===== src/rtl/debounce_pkg.sv =====
// rtl/debounce_pkg.sv - shared constants, channel state type and counter width helper for debounce_multi
package debounce_pkg;

    localparam int CLK_HZ         = 50000000;
    localparam int DEFAULT_STABLE = 10000;
    localparam int DEFAULT_SYNC   = 2;

    // Per-channel relationship between the synchronised input and the clean level
    typedef enum logic {
        ST_MATCH   = 1'b0,
        ST_PENDING = 1'b1
    } chan_state_e;

    function automatic int cnt_width(input int n);
        return $clog2(n + 1);
    endfunction

endpackage


===== src/rtl/debounce_chan.sv =====
// rtl/debounce_chan.sv - one debounce channel: synchroniser, stability counter, edge pulses, optional hold counter (DEBOUNCE_LONGPRESS_EN)
module debounce_chan
    import debounce_pkg::*;
#(
    parameter int   STABLE_CYCLES = DEFAULT_STABLE,
    parameter int   SYNC_STAGES   = DEFAULT_SYNC,
    parameter logic RESET_VAL     = 1'b0,
    parameter int   LONG_CYCLES   = CLK_HZ
) (
    input  logic clk,
    input  logic rst,
    input  logic tick,
    input  logic bouncy_in,
    output logic clean_out,
    output logic rise_pulse,
    output logic fall_pulse,
    output logic edge_next,
    output logic long_press
);

    localparam int            CW       = cnt_width(STABLE_CYCLES);
    localparam logic [CW-1:0] CNT_LAST = CW'(STABLE_CYCLES - 1);

    logic [SYNC_STAGES-1:0] sync_q, sync_d;
    logic [CW-1:0]          cnt_q, cnt_d;
    logic                   clean_q, clean_d;
    logic                   rise_q, rise_d;
    logic                   fall_q, fall_d;
    logic                   s;
    chan_state_e            state;

    assign s = sync_q[SYNC_STAGES-1];

    // Shift the raw pin into the synchroniser and decide whether the clean level may follow it
    always_comb begin
        sync_d  = {sync_q[SYNC_STAGES-2:0], bouncy_in};
        state   = (s == clean_q) ? ST_MATCH : ST_PENDING;
        cnt_d   = cnt_q;
        clean_d = clean_q;
        rise_d  = 1'b0;
        fall_d  = 1'b0;
        case (state)
            ST_MATCH: cnt_d = '0;
            ST_PENDING: begin
                if (tick) begin
                    if (cnt_q >= CNT_LAST) begin
                        clean_d = s;
                        cnt_d   = '0;
                        rise_d  = s;
                        fall_d  = ~s;
                    end else begin
                        cnt_d = cnt_q + 1'b1;
                    end
                end
            end
            default: cnt_d = '0;
        endcase
    end

    // Channel state registers; reset puts the synchroniser and clean level at RESET_VAL so no edge is seen on release
    always_ff @(posedge clk or posedge rst) begin
        if (rst) begin
            sync_q  <= {SYNC_STAGES{RESET_VAL}};
            cnt_q   <= '0;
            clean_q <= RESET_VAL;
            rise_q  <= 1'b0;
            fall_q  <= 1'b0;
        end else begin
            sync_q  <= sync_d;
            cnt_q   <= cnt_d;
            clean_q <= clean_d;
            rise_q  <= rise_d;
            fall_q  <= fall_d;
        end
    end

    assign clean_out  = clean_q;
    assign rise_pulse = rise_q;
    assign fall_pulse = fall_q;
    assign edge_next  = rise_d | fall_d;

`ifdef DEBOUNCE_LONGPRESS_EN
    localparam int            HW        = cnt_width(LONG_CYCLES);
    localparam logic [HW-1:0] HOLD_LAST = HW'(LONG_CYCLES - 1);
    localparam logic [HW-1:0] HOLD_DONE = HW'(LONG_CYCLES);

    logic [HW-1:0] hold_q, hold_d;
    logic          long_q, long_d;

    // Count ticks while the clean level is high; park past the last value so each press pulses once
    always_comb begin
        hold_d = hold_q;
        long_d = 1'b0;
        if (!clean_q) begin
            hold_d = '0;
        end else if (tick && (hold_q == HOLD_LAST)) begin
            hold_d = HOLD_DONE;
            long_d = 1'b1;
        end else if (tick && (hold_q < HOLD_LAST)) begin
            hold_d = hold_q + 1'b1;
        end
    end

    // Hold counter and long-press pulse registers
    always_ff @(posedge clk or posedge rst) begin
        if (rst) begin
            hold_q <= '0;
            long_q <= 1'b0;
        end else begin
            hold_q <= hold_d;
            long_q <= long_d;
        end
    end

    assign long_press = long_q;
`else
    assign long_press = 1'b0;
`endif

endmodule


===== src/rtl/debounce_multi.sv =====
// rtl/debounce_multi.sv - N-channel debouncer top; long-press output enabled by DEBOUNCE_LONGPRESS_EN
module debounce_multi
    import debounce_pkg::*;
#(
    parameter int              N_CH          = 4,
    parameter int              STABLE_CYCLES = DEFAULT_STABLE,
    parameter int              SYNC_STAGES   = DEFAULT_SYNC,
    parameter logic [N_CH-1:0] RESET_VAL     = '0,
    parameter int              LONG_CYCLES   = CLK_HZ
) (
    input  logic            clk,
    input  logic            rst,
    input  logic            tick,
    input  logic [N_CH-1:0] bouncy_in,
    output logic [N_CH-1:0] clean_out,
    output logic [N_CH-1:0] rise_pulse,
    output logic [N_CH-1:0] fall_pulse,
    output logic            any_change,
    output logic [N_CH-1:0] long_press
);

    logic [N_CH-1:0] edge_next;
    logic            any_change_q, any_change_d;

    for (genvar i = 0; i < N_CH; i++) begin : g_chan
        debounce_chan #(
            .STABLE_CYCLES (STABLE_CYCLES),
            .SYNC_STAGES   (SYNC_STAGES),
            .RESET_VAL     (RESET_VAL[i]),
            .LONG_CYCLES   (LONG_CYCLES)
        ) u_chan (
            .clk        (clk),
            .rst        (rst),
            .tick       (tick),
            .bouncy_in  (bouncy_in[i]),
            .clean_out  (clean_out[i]),
            .rise_pulse (rise_pulse[i]),
            .fall_pulse (fall_pulse[i]),
            .edge_next  (edge_next[i]),
            .long_press (long_press[i])
        );
    end

    // any_change is computed from the channels' next-cycle pulses so it lands on the same edge as them
    always_comb begin
        any_change_d = |edge_next;
    end

    // Registered summary pulse
    always_ff @(posedge clk or posedge rst) begin
        if (rst) begin
            any_change_q <= 1'b0;
        end else begin
            any_change_q <= any_change_d;
        end
    end

    assign any_change = any_change_q;

endmodule


===== config.mk =====
export PLATFORM = sky130hd
export DESIGN_NAME = debounce_multi
export DESIGN_NICKNAME = d
export VERILOG_FILES = /design/src/rtl/debounce_pkg.sv /design/src/rtl/debounce_chan.sv /design/src/rtl/debounce_multi.sv
export SDC_FILE = /design/constraint.sdc
export NUM_CORES = 1
export LEC_CHECK = 0
export CAP_MARGIN = 5
export CORE_UTILIZATION = 59
export CTS_BUF_LIST = sky130_fd_sc_hd__clkbuf_16
export DETAILED_ROUTE_END_ITERATION = 10
export HOLD_SLACK_MARGIN = 0.1
export PLACE_DENSITY = 0.79
export SKIP_LAST_GASP = 1
export SYNTH_ARGS = -nofsm -noshare
export SYNTH_HDL_FRONTEND = slang
export SYNTH_SLANG_ARGS = --single-unit

===== constraint.sdc =====
create_clock -name clk -period 3 [get_ports clk]
set_clock_uncertainty 0.2 [all_clocks]
set_input_delay 0.3 -clock clk [delete_from_list [all_inputs] [get_ports clk]]
set_output_delay 0.3 -clock clk [all_outputs]
set_load 0.005 [all_outputs]

# Yosys cells after proc, flatten, opt, wreduce, memory -nomap -nowiden
# Cells that the tools add are included.
# classes
multipliers	0
muxes	40
bitwise	12
shifts	0
reduce_logical	5
n_eq_ne	8
n_addsub	4
n_div	0
n_lt_le_gt_ge	4
# op_table
op	count
14-bit 2-to-1 mux	8
14-bit one-hot mux with 2 select lines	4
14-bit by 1-bit adder with 14-bit output (second input constant)	4
14-bit >= comparator (second input constant)	4
1-bit 2-to-1 mux	28
3-bit AND reduction	4
2-bit != test (second input constant)	4
1-bit NOT	8
1-bit == test	4
1-bit bitwise OR	4
4-bit OR reduction	1
# word_totals
rom_bits	0
latch_bits	0
out_inout_bits	17
input_bits	7
n_memories	0
ramBits	0
ff_bits	77

# Longest topological paths before layout
# logic_depth
depth_word	6
mapped_depth	7
mapped_depth_nobuf	6

# Hierarchy
# A second synthesis with hierarchy kept.
# hier_totals
hier_cells	495
area_unflattened_um2	4510.6
# modules_own_cells
mod	n_inst	area_per_inst_um2	cells_each
debounce_chan	4	1118.6	123
debounce_multi	1	36.3	3

# Least setup slack after synthesis
# Ideal clock, no wire load.
# synth_path
kind	register -> register
from	register g_chan[3].u_chan.cnt_q[6]
to	register g_chan[3].u_chan.clean_q
setup_ns	0.128
required_ns	2.672
stages_incl_launch_ff	6
arrival_ns	1.756
path_slack_ns	0.917
synth_period_minus_slack_ns	2.083
cell_sequence	dfrtp_1 > buf_6 > or4_4 > o21a_4 > o211ai_4 > mux2_1
# synth_via
elab_chain_cells	2
# synth_rtl
element	line	text
from (decl)	debounce_chan.sv:25	logic [CW-1:0] cnt_q, cnt_d;
from (signal assigned)	debounce_chan.sv:70	cnt_q <= cnt_d;
14-bit >= comparator	debounce_chan.sv:46	if (cnt_q >= CNT_LAST) begin
3-bit AND reduction (no line)	n/a	
to (signal assigned)	debounce_chan.sv:71	clean_q <= clean_d;
to (decl)	debounce_chan.sv:26	logic clean_q, clean_d;
# Every way passes these cells.
# A chain may end at the register's enable or synchronous reset.

# Final worst setup path
# layout_path
from	register g_chan[2].u_chan.cnt_q[0]
to	register g_chan[2].u_chan.cnt_q[13]
# layout_via
elab_chain_cells	4
word_cells_on_any_way	5
cone_classes	add/sub (1); order compare (1); mux (3)
# layout_rtl
element	line	text
from (decl)	debounce_chan.sv:25	
from (signal assigned)	debounce_chan.sv:70	
14-bit by 1-bit adder with 14-bit output or 14-bit >= comparator (tied branches)	debounce_chan.sv:52, debounce_chan.sv:46	
14-bit 2-to-1 mux *	debounce_chan.sv:46	
14-bit 2-to-1 mux *	debounce_chan.sv:45	if (tick) begin
14-bit one-hot mux with 2 select lines *	debounce_chan.sv:42	case (state)
# Every way passes the cells marked *; elsewhere a longest branch is shown, timed or not. The select of a mux whose other input is x is not followed.

==> impl_metrics.env <==
export IMPL_status="finished, final reports clean"
export IMPL_critPathArrivalTime_ps=2280
export IMPL_synth_seq_cells=77
export IMPL_r2r_start="g_chan[2].u_chan.cnt_q[0]"
export IMPL_wirelength_mm=7.22
export IMPL_crit_required_ps=3060
export IMPL_grt_pass1_vias=2719
export IMPL_die_h_um=82.8
export IMPL_max_freq_ghz=0.451
export IMPL_post_cts_buffers=0
export IMPL_final_max_slew_violation_count=0
export IMPL_layout_min_cycle_time_ps=2220
export IMPL_hold_path_end="g_chan[0].u_chan.sync_q[1]"
export IMPL_grt_max_degree=37
export IMPL_hold_start="g_chan[0].u_chan.sync_q[0]"
export IMPL_async_flop_share_pct=100
export IMPL_first_iter_violations=178
export IMPL_nets=411
export IMPL_netlist_top_cells_area="dfrtp_1 50%, xor2_1 5.9%, nor2_1 5.3%"
export IMPL_cts_repair_resized=0
export IMPL_hold_ws_ps=146
export IMPL_cp_start_kind="flop"
export IMPL_htree_num_levels=3
export IMPL_layout_drive_gt1_share_pct=7.41
export IMPL_worst_pin_slew_ps=753
export IMPL_path_max_fanout=7
export IMPL_hpwl_mm=4.91
export IMPL_hold_class="flop to flop"
export IMPL_grt_overflow_total=0
export IMPL_min_path_cells=0
export IMPL_synthAdderAreaFrac_pct=1.30
export IMPL_syn_inst=390
export IMPL_rsz0062_at_grt="no"
export IMPL_hold_viol_final=0
export IMPL_antenna_found_initial=0
export IMPL_synthMuxAreaShare_pct=1.95
export IMPL_num_vias=2787
export IMPL_finalCritPeriodShare_pct=73.9
export IMPL_synth_top_area_cell="dfrtp_1"
export IMPL_synth_compound_area_share_pct=9.85
export IMPL_power_density_nw_per_um2=511
export IMPL_dieArea_um2=6850
export IMPL_critical_path_class="flop to flop"
export IMPL_wl_per_cell_um=15.0
export IMPL_grt_pass1_wl_mm=12.5
export IMPL_grt_util_all_layers_pct=24.4
export IMPL_maxCapViolCount=0
export IMPL_r2r_cells=6
export IMPL_synth_seq_area_share_pct=50.1
export IMPL_synth_top_family_by_area="simple AND/OR/NAND/NOR gates"
export IMPL_final_setup_worst_slack_ps=782
export IMPL_diodes=0
export IMPL_gp_congestion=0.814
export IMPL_ios=24
export IMPL_area_growth_pct=12.1
export IMPL_regToRegEndpoint="g_chan[2].u_chan.cnt_q[13]"
export IMPL_core_area_um2=6310
export IMPL_n_fill_cell=502
export IMPL_yosysWarnings=0
export IMPL_slew_headroom_pct=49.7
export IMPL_viasPerCell=5.78
export IMPL_netlist_area_leader_share_pct=50.1
export IMPL_synth_distinct_cells=53
export IMPL_dpl_worst_slack_ps=744
export IMPL_regToRegSetupSlack_ps=780
export IMPL_clock_sinks=77
export IMPL_worst_setup_path_end_kind="flop"
export IMPL_numPortBuffers=19
export IMPL_yosys_area_share_simple_pct=22.3
export IMPL_rows=29
export IMPL_synthFlopType="dfrtp_1"
export IMPL_power_leakage_nw=1.86
export IMPL_irDropWorstVdd_v=0.000347
export IMPL_syn_area_um2=3850
export IMPL_cts_tree="done"
export IMPL_synth_edf_count=0
export IMPL_critPathMaxStageDelay_ps=510
export IMPL_setup_viol=0
export IMPL_worst_path_max_delay_cell="o31ai_1"
export IMPL_insertion_delay_ps=330
export IMPL_dr_pass1_iters=4
export IMPL_post_route_drc_count=0
export IMPL_synth_xor_area_share_pct=9.33
export IMPL_numCtsBuffers=9
export IMPL_fp_dieW_um=82.8
export IMPL_total_power_w=0.00220
export IMPL_clk_path_buf_depth=2
export IMPL_clk_pin_slew_ps=60
export IMPL_start_util_pct=61.0
export IMPL_tns_ps=0
export IMPL_hold_buffers=0
export IMPL_avgSynthCellArea_um2=9.87
export IMPL_antenna_left=0
export IMPL_cp_cell_sequence="ha_1 -> nand3_1 -> a21oi_1 -> o31ai_1 -> and3_1 -> o31a_1"
export IMPL_clock_root_buffer="clkbuf_16"
## power by group
part	total, W	switching (W)	leakage, nW	internal (W)
registers	0.00107	0.0000136	1.05	0.00105
logic	0.0000877	0.0000599	0.666	0.0000278
clock network	0.00105	0.000411	0.144	0.000639
## layer usage
metal / track usage (%) / part of all wire (%) / up-vias
met5: 0 / 0 / -
met3: 3.96 / 2.5 / 7
met4: 8.62 / 0.90 / 0
li1: - / - / 1360
met2: 39.4 / 51 / 43
met1: 33.4 / 45 / 1377
## flip-flops by register name, summed over array words and instances (netlist names)
register	cells
g_chan.u_chan.sync_q	8
g_chan.u_chan.fall_pulse	4
any_change	1
g_chan.u_chan.cnt_q	56
g_chan.u_chan.rise_pulse	4
g_chan.u_chan.clean_out	4
## kinds of logic (layout without fill, tap and decap cells)
logic type / Yosys count / in the layout
simple gates: 173 / 173
flops: 77 / 77
compound gates: 53 / 53
xor+xnor: 41 / 41
buf+inv: 34 / 46
mux: 7 / 7
fa+ha+maj: 4 / 4
other cells: 1 / 4
## worst max path at each step
stage / startpoint / to / slack (ps)
4_1_cts: g_chan[3].u_chan.cnt_q[6] / g_chan[3].u_chan.clean_out / 810
2_1_floorplan: rst / any_change / 530
3_5_place_dp: tick / g_chan[1].u_chan.cnt_q[9] / 740
3_3_place_gp: tick / g_chan[2].u_chan.clean_out / 790
5_1_grt: g_chan[1].u_chan.cnt_q[5] / g_chan[1].u_chan.cnt_q[10] / 590
6_report: g_chan[2].u_chan.cnt_q[0] / g_chan[2].u_chan.cnt_q[13] / 780
## cell usage after synthesis (3+ instances only)
| cell | number |
|---|---|
| nor2_1 | 54 |
| and3_1 | 9 |
| xnor2_1 | 15 |
| mux2i_1 | 3 |
| nor3_1 | 8 |
| nor4_1 | 7 |
| buf_4 | 16 |
| dfrtp_1 | 77 |
| o21ai_0 | 12 |
| nand3b_1 | 3 |
| nor2b_1 | 3 |
| nand4_1 | 14 |
| a21oi_1 | 17 |
| nand2_1 | 35 |
| nor3b_1 | 7 |
| xor2_1 | 26 |
| ha_1 | 4 |
| inv_1 | 6 |
| nand3_1 | 20 |
| clkbuf_1 | 8 |
## critical path, delay by kind of cell (launching register included)
family / cells / cell delay, ps
simple gates: 2 / 490
fa+ha+maj: 1 / 260
flops: 1 / 420
compound gates: 3 / 790
## metrics by stage
step / utilization [%] / cells / cell area, um^2
2_1_floorplan: - / 393 / 3860
3_3_place_gp: 63.7 / 466 / 4020
3_5_place_dp: 63.7 / 466 / 4020
4_1_cts: 68.3 / 482 / 4310
5_1_grt: 68.3 / 482 / 4310
6_report: 68.3 / 482 / 4310
## layout by cell type, fill, tap and decap left out, types with 3 or more instances in the layout
cell	instances
xor2_1	26
clkbuf_16	9
nor4_1	7
dfrtp_1	77
a21oi_1	17
nand3_1	20
clkdlybuf4s50_1	19
mux2i_1	3
nor3b_1	7
xnor2_1	15
ha_1	4
nand2_1	35
o21ai_0	12
nor2b_1	3
nand4_1	14
nor3_1	8
conb_1	4
inv_1	6
nand3b_1	3
nor2_1	54
buf_4	4
and3_1	9
## layout make-up
| class | count | area (um^2) | area share (%) |
|---|---|---|---|
| clock inverter | 7 | 67.6 | 1.57 |
| tap | 77 | 96.3 | 2.23 |
| clock buffer | 9 | 225 | 5.22 |
| sequential | 77 | 1930 | 44.7 |
| inverter | 6 | 22.5 | 0.522 |
| multi-input combinational | 282 | 1740 | 40.2 |
| timing repair buffer | 24 | 240 | 5.57 |
Power figures use the tool's default switching activity.
